--- src/rtl/cva6_addx_unit.sv ---
// ADDX-family functional unit: full-width add, packed 8/16-bit lane adds (wrapping or
// signed-saturating) and a persistent accumulator, with configurable issue-to-writeback depth.
module cva6_addx_unit #(
    parameter int XLEN        = 32,
    parameter int NrStages    = 2,
    parameter int TransIdBits = 3,
    parameter bit SatEn       = 1'b1
) (
    input  logic                   clk_i,
    input  logic                   rst_ni,
    input  logic                   flush_i,
    input  logic                   valid_i,
    output logic                   ready_o,
    input  logic [2:0]             op_i,
    input  logic [XLEN-1:0]        rs1_i,
    input  logic [XLEN-1:0]        rs2_i,
    input  logic [TransIdBits-1:0] trans_id_i,
    output logic                   result_valid_o,
    output logic [XLEN-1:0]        result_o,
    output logic [TransIdBits-1:0] trans_id_o,
    output logic                   illegal_o,
    output logic [XLEN-1:0]        acc_o
);

    localparam logic [2:0] OpAdd     = 3'd0;
    localparam logic [2:0] OpPadd8   = 3'd1;
    localparam logic [2:0] OpPadd16  = 3'd2;
    localparam logic [2:0] OpPadds8  = 3'd3;
    localparam logic [2:0] OpPadds16 = 3'd4;
    localparam logic [2:0] OpAcc     = 3'd5;
    localparam logic [2:0] OpAccClr  = 3'd6;

    // For ACC the data field carries rs1+rs2; the accumulator is only added in the final stage.
    typedef struct packed {
        logic                   valid;
        logic                   illegal;
        logic                   is_acc;
        logic                   is_clr;
        logic [TransIdBits-1:0] tid;
        logic [XLEN-1:0]        data;
    } stage_t;

    function automatic logic [XLEN-1:0] lane_add8(input logic [XLEN-1:0] a,
                                                  input logic [XLEN-1:0] b,
                                                  input logic            sat);
        logic [XLEN-1:0] r;
        logic [8:0]      s;
        r = '0;
        for (int i = 0; i < XLEN / 8; i++) begin
            s = {a[8*i+7], a[8*i +: 8]} + {b[8*i+7], b[8*i +: 8]};
            if (sat && (s[8] != s[7])) begin
                r[8*i +: 8] = s[8] ? 8'h80 : 8'h7F;
            end else begin
                r[8*i +: 8] = s[7:0];
            end
        end
        return r;
    endfunction

    function automatic logic [XLEN-1:0] lane_add16(input logic [XLEN-1:0] a,
                                                   input logic [XLEN-1:0] b,
                                                   input logic            sat);
        logic [XLEN-1:0] r;
        logic [16:0]     s;
        r = '0;
        for (int i = 0; i < XLEN / 16; i++) begin
            s = {a[16*i+15], a[16*i +: 16]} + {b[16*i+15], b[16*i +: 16]};
            if (sat && (s[16] != s[15])) begin
                r[16*i +: 16] = s[16] ? 16'h8000 : 16'h7FFF;
            end else begin
                r[16*i +: 16] = s[15:0];
            end
        end
        return r;
    endfunction

    stage_t          issue_s;
    stage_t          final_in_s;
    logic            acc_busy_s;
    logic [XLEN-1:0] acc_r;
    logic [XLEN-1:0] acc_sum_s;
    logic [XLEN-1:0] wb_result_s;
    logic [XLEN-1:0] acc_next_s;

    assign ready_o = rst_ni & ~flush_i & ~acc_busy_s;

    // Stage-1 decode and lane arithmetic for the op being accepted this cycle.
    always_comb begin
        issue_s       = '0;
        issue_s.valid = valid_i & ready_o;
        issue_s.tid   = trans_id_i;
        case (op_i)
            OpAdd:    issue_s.data = rs1_i + rs2_i;
            OpPadd8:  issue_s.data = lane_add8(rs1_i, rs2_i, 1'b0);
            OpPadd16: issue_s.data = lane_add16(rs1_i, rs2_i, 1'b0);
            OpPadds8: begin
                if (SatEn) begin
                    issue_s.data = lane_add8(rs1_i, rs2_i, 1'b1);
                end else begin
                    issue_s.illegal = 1'b1;
                end
            end
            OpPadds16: begin
                if (SatEn) begin
                    issue_s.data = lane_add16(rs1_i, rs2_i, 1'b1);
                end else begin
                    issue_s.illegal = 1'b1;
                end
            end
            OpAcc: begin
                issue_s.is_acc = 1'b1;
                issue_s.data   = rs1_i + rs2_i;
            end
            OpAccClr: issue_s.is_clr = 1'b1;
            default:  issue_s.illegal = 1'b1;
        endcase
    end

    // With a single stage the output register is stage 1; otherwise NrStages-1 delay registers
    // precede it and any accumulator op held there blocks issue.
    if (NrStages == 1) begin : g_direct
        assign final_in_s = issue_s;
        assign acc_busy_s = 1'b0;
    end else begin : g_pipe
        stage_t pipe_r [NrStages-1];

        // Delay line; reset and flush kill every in-flight op.
        always_ff @(posedge clk_i) begin
            if (!rst_ni || flush_i) begin
                for (int i = 0; i < NrStages - 1; i++) begin
                    pipe_r[i] <= '0;
                end
            end else begin
                pipe_r[0] <= issue_s;
                for (int i = 1; i < NrStages - 1; i++) begin
                    pipe_r[i] <= pipe_r[i-1];
                end
            end
        end

        // Accumulator hazard: hold issue while an ACC-type op has not yet written back.
        always_comb begin
            acc_busy_s = 1'b0;
            for (int i = 0; i < NrStages - 1; i++) begin
                acc_busy_s = acc_busy_s |
                             (pipe_r[i].valid & (pipe_r[i].is_acc | pipe_r[i].is_clr));
            end
        end

        assign final_in_s = pipe_r[NrStages-2];
    end

    // Final-stage accumulator read-modify-write and writeback value selection.
    always_comb begin
        acc_sum_s = acc_r + final_in_s.data;
        if (final_in_s.is_acc) begin
            wb_result_s = acc_sum_s;
            acc_next_s  = acc_sum_s;
        end else if (final_in_s.is_clr) begin
            wb_result_s = acc_r;
            acc_next_s  = '0;
        end else begin
            wb_result_s = final_in_s.data;
            acc_next_s  = acc_r;
        end
    end

    // Writeback registers and committed accumulator; acc_o trails acc_r by one cycle.
    always_ff @(posedge clk_i) begin
        if (!rst_ni) begin
            result_valid_o <= 1'b0;
            result_o       <= '0;
            trans_id_o     <= '0;
            illegal_o      <= 1'b0;
            acc_r          <= '0;
            acc_o          <= '0;
        end else begin
            acc_o <= acc_r;
            if (flush_i) begin
                result_valid_o <= 1'b0;
                illegal_o      <= 1'b0;
            end else begin
                result_valid_o <= final_in_s.valid;
                illegal_o      <= final_in_s.valid & final_in_s.illegal;
                if (final_in_s.valid) begin
                    result_o   <= wb_result_s;
                    trans_id_o <= final_in_s.tid;
                    acc_r      <= acc_next_s;
                end
            end
        end
    end

endmodule

--- config.mk ---
export PLATFORM = sky130hd
export DESIGN_NAME = cva6_addx_unit
export DESIGN_NICKNAME = d
export VERILOG_FILES = /design/src/rtl/cva6_addx_unit.sv
export SDC_FILE = /design/constraint.sdc
export NUM_CORES = 1
export LEC_CHECK = 0
export ABC_AREA = 1
export CORE_MARGIN = 8
export CORE_UTILIZATION = 55
export DETAILED_ROUTE_END_ITERATION = 10
export GPL_TIMING_DRIVEN = 0
export PLACE_DENSITY = 0.89
export SLEW_MARGIN = 20
export SYNTH_ARGS = -nofsm -noshare
export SYNTH_HDL_FRONTEND = slang
export SYNTH_SLANG_ARGS = --single-unit
--- constraint.sdc ---
create_clock -name clk_i -period 6.25 [get_ports clk_i]
set_input_delay 1.25 -clock clk_i [delete_from_list [all_inputs] [get_ports clk_i]]
set_output_delay 1.25 -clock clk_i [all_outputs]
set_load 0.02 [all_outputs]
### Word-level counts from Yosys, hierarchy flattened

Memory sizes are Yosys's and may differ from the RTL's.
Cells that the tools add are included.

| storage, ports and cells | value |
|---|---|
| bits in writable memories | 39 |
| output and inout bits | 70 |
| logic and storage cells | 71 |
| input port bits | 74 |
| memories | 1 |
| bits in registers | 101 |

Memories:

| name | depth | width | rd ports | clocked after Yosys merged registers in | write ports | RTL line | text |
|---|---|---|---|---|---|---|---|
| g_pipe.pipe_r | 1 | 39 | 1 | 0 | 1 | 125 | `stage_t pipe_r [NrStages-1];` |

| operators by class | value |
|---|---|
| equality and inequality tests | 12 |
| multiplexer cells | 25 |
| bitwise operators | 9 |
| reductions and logical operators | 10 |
| add/subtract/negate cells | 8 |

Operators by type and width:

| cell | count |
|---|---|
| $pmux W32 S5 | 1 |
| $mux W32 | 4 |
| $add A32 B32 Y32 | 2 |
| $mux W16 | 4 |
| $mux W8 | 8 |
| $mux W39 | 1 |
| $reduce_or A39 Y1 | 1 |
| $add A8 B8 Y9 | 4 |
| $add A16 B16 Y17 | 2 |
| $eq A3 B3 Y1 const B | 3 |
| $mux W1 | 7 |
| $reduce_or A7 Y1 | 1 |
| $eq A3 B2 Y1 const B | 2 |
| $ne A1 B1 Y1 | 6 |
| $and A1 B1 Y1 | 5 |
| $reduce_or A2 Y1 | 2 |
| $eq A3 B1 Y1 const B | 1 |
| $logic_not A3 Y1 | 1 |
| $not A1 Y1 | 3 |
| $reduce_and A3 Y1 | 1 |
| $reduce_and A2 Y1 | 1 |
| $reduce_bool A2 Y1 | 1 |
| $logic_not A1 Y1 | 1 |
| $logic_or A1 B1 Y1 | 1 |
| $or A1 B1 Y1 | 1 |

### Depth between registers and ports, before layout

Gate-level depths: netlist (run 1).

| depth | value |
|---|---|
| depth in word-level cells | 6 |
| depth in mapped cells | 18 |
| gate-level depth less buffers | 18 |

### Worst setup path before layout (run 1)

No wires, ideal clock.

| timing path | value |
|---|---|
| path type | in2out |
| start point | input rst_ni |
| end point | output ready_o |
| setup slack | 3019 ps |
| path buffers | 1 |
| required time | 5000 ps |
| cell stages on the path | 5 |
| arrival time | 1981 ps |
| cell sequence | inv_1 -> nor2_1 -> inv_1 -> clkbuf_1 -> nor2_1 |

| between the ends | value |
|---|---|
| longest elaborated chain between the ends | 2 |

Ends and longest elaborated chain:

| element | RTL line | text |
|---|---|---|
| from (decl) | 10 | `input logic rst_ni,` |
| $and A1 B1 Y1 (2 in series) | 85 | `assign ready_o = rst_ni & ~flush_i & ~acc_busy_s;` |
| to (decl) | 13 | `output logic ready_o,` |

No other way between the ends.

### Worst setup path in the final report (run 1)

Same ends and word-level chain as after synthesis.

==> reports/summary.txt, run 1 <==
# setup viols final: 0
Max IR drop VDD: 207 µV
Final period util: 0.738
Root Buffer: clkbuf_16
reg2reg setup slack: 3620 ps
CTS clock-pin slew for the worst setup and hold paths: 70 ps
most frequent cell after synthesis: nand2_1
synth top area cells: dfxtp_1, nand2_1, inv_1
Total GRT Usage: 0.314
hold_sp: g_pipe.pipe_r[0][37]$_SDFF_PP0_
Syn Inst Count: 1770
Core Box Area: 19400 µm²
worst skew pair latency: 430 ps
count of unique library cells instantiated by Yosys: 48
syn nets: 1912
CP Data Arrival Time: 3360 ps
crit path time final: 4610 ps
max_cap viols: 0
Worst Hold Path Cells: 2
WHS: 452 ps
CTS tree: yes
worst-path fanout max: 10
Req. time, crit path: 5000 ps
Yosys top cell by area: dfxtp_1
H-tree depth: 4
RSZ-0062 raised after global routing: false
r2r startpoint: g_pipe.pipe_r[0][12]$_SDFF_PP0_
Cell Area, Synth: 10800 µm²
sequential share of the synthesized area: 0.259
area share of the largest cell type after synthesis: 0.259
worst slew pin tran: 808 ps
critical path class: primary input to output pin
Diodes inserted: 0
Detailed Place HPWL: 31.0 mm
Ports: 144
Synth top cells by count: nand2_1, inv_1, nor2_1
Setup TNS Final: 0 ps
Post-synth EDFFs: 0
Hold Vio Cnt, Final: 0
outcome: completed
port bufs: 143
YS warnings: 0
terminus of the critical flop-to-flop path: acc_r[30]$_SDFFE_PN0P_
antenna viol nets, final: 0
Die H: 156 µm
clk sink count: 140
area grow syn2layout: 22.0%
FF+latch count, synth: 140
Bufs on Longest Clock Path: 2
Core Rows: 51
Pwr Total: 2.71 mW
post-cts hold buffer count: 0
Initial Util: 0.557
Placed Area: 12600 µm²
via count of the routed design: 12300
clock skew: 9.33 ps
Post-synth ARST share: 0
DR WL/cell: 17.3 µm
first-pass GRT wire length: 60.6 mm
worst-case hold path end point: illegal_o$_SDFF_PP0_
layout cells sized above 1: 0.0602
layout net count: 2074
Post-CTS Setup Repair Bufs: 0
First DRT Iteration DRCs: 945
vias in the first global route: 11800
Syn Area/Cell: 6.10 µm²
DRC: 0
FF-to-FF path depth: 9
final wirelength: 38.3 mm
CP Capture Type: output pin
Primary FF master, synth: dfxtp_1
drt first pass iters: 7
GR Overflow Total: 0
die area: 24400 µm²
post-CTS resize count: 0
Slew HR: 0.461
Finished Layout Cells: 2210
Slew Viols, Final: 0
Hold Path Class: flip-flop to flip-flop
antenna violations before repair: 0
pwr/cell area: 206 nW/µm²
Critical Path Start: rst_ni
TritonCTS buffer count: 17
Peak Freq: 217 MHz
LEAKAGE: 6.70 nW
Die X-Extent: 156 µm
largest net degree at the start of global routing: 17
post-route cell area: 13200 µm²
vias per cell: 5.57
DP Cell Count: 2178
Placer Congestion: 1.03
Critical Path Source Type: primary input
-- how the worst max path moves through the flow --
stage                   end  slack [ps]  cells after the start
finish              ready_o        1640                      7
global route        ready_o        1530                      7
CTS                 ready_o        1620                      7
detailed placement  ready_o        1660                      7
global placement    ready_o        1690                      7
floorplan           ready_o        3020                      5
-- worst max-delay path, cell delays in order --
cell	delay [ps]
clkdlybuf4s50_1	580
inv_1	120
nor2_1	150
inv_1	120
clkbuf_1	280
nor2_1	220
clkdlybuf4s50_1	630
-- final cells by class --
class                           count  area (µm²)
Timing Repair Buffer              143        1430
Sequential cell                   140        2800
Inverter                          241         906
Clock buffer                       17         425
Buffer                             46         190
Multi-Input combinational cell   1343        6910
Fill cell                        1783        6210
Tap cell                          265         332
Clock inverter                     15         191
-- placed cells by master, fill, tap and decap left out, types with 25 or more instances in the layout --
cell             count
a21oi_1            114
clkbuf_1            34
clkdlybuf4s50_1    143
dfxtp_1            140
ha_1                63
inv_1              230
nand2_1            482
nand3_1            133
nor2_1             217
o21ai_0            116
xor2_1              25
-- power breakdown --
part	leakage [nW]	switching (mW)	internal, mW	total [mW]
logic	5.26	0.449	0.259	0.708
registers	1.13	0.0231	0.919	0.942
clock network	0.298	0.452	0.610	1.06
-- logic make-up after synthesis --
family	after synthesis	share of synthesized area
xor gates and xnor gates	33	0.0267
DFF	140	0.259
and+or+nand+nor	934	0.371
adders and majority gates	68	0.0822
AOI/OAI and AO/OA	308	0.159
buffers and inverters	287	0.101
-- metal layers --
layer | global-route usage | routed length (µm) | vias to the layer above
met5 | 0 | 0 | -
met4 | 0.152 | 1690 | 0
met3 | 0.0454 | 3120 | 118
met2 | 0.545 | 18300 | 615
met1 | 0.373 | 15200 | 5558
li1 | - | - | 6029
-- state kept, by name, summed over array words and instances (netlist names) --
| signal | flops |
|---|---|
| result_o | 32 |
| acc_r | 32 |
| trans_id_o | 3 |
| illegal_o | 1 |
| g_pipe.pipe_r | 39 |
| result_valid_o | 1 |
| acc_o | 32 |
-- stage by stage --
step | utilization | setup WS [ps]
5_1_grt | 0.680 | 1530
4_1_cts | 0.680 | 1620
6_report | 0.680 | 1640
3_5_place_dp | 0.648 | 1660
3_3_place_gp | 0.648 | 1690
2_1_floorplan | - | 3020
No activity file was read; power rests on OpenSTA's default activity.
==> run 2: changes to the inputs <==
==> constraint.sdc (replaced) <==
create_clock -name clk_i -period 4.75 [get_ports clk_i]
set_input_delay 0.95 -clock clk_i [delete_from_list [all_inputs] [get_ports clk_i]]
set_output_delay 0.95 -clock clk_i [all_outputs]
set_load 0.02 [all_outputs]
==> results of run 2 <==
Same layout as run 1 (identical final DEF). Status: completed.
Among the figures that moved: setup slack after placement 1660 ps -> 760 ps; setup slack after layout 1640 ps -> 737 ps; register-to-register setup slack 3620 ps -> 2120 ps; total power 2.71 mW -> 3.57 mW; worst IR drop on VDD 207 µV -> 272 µV
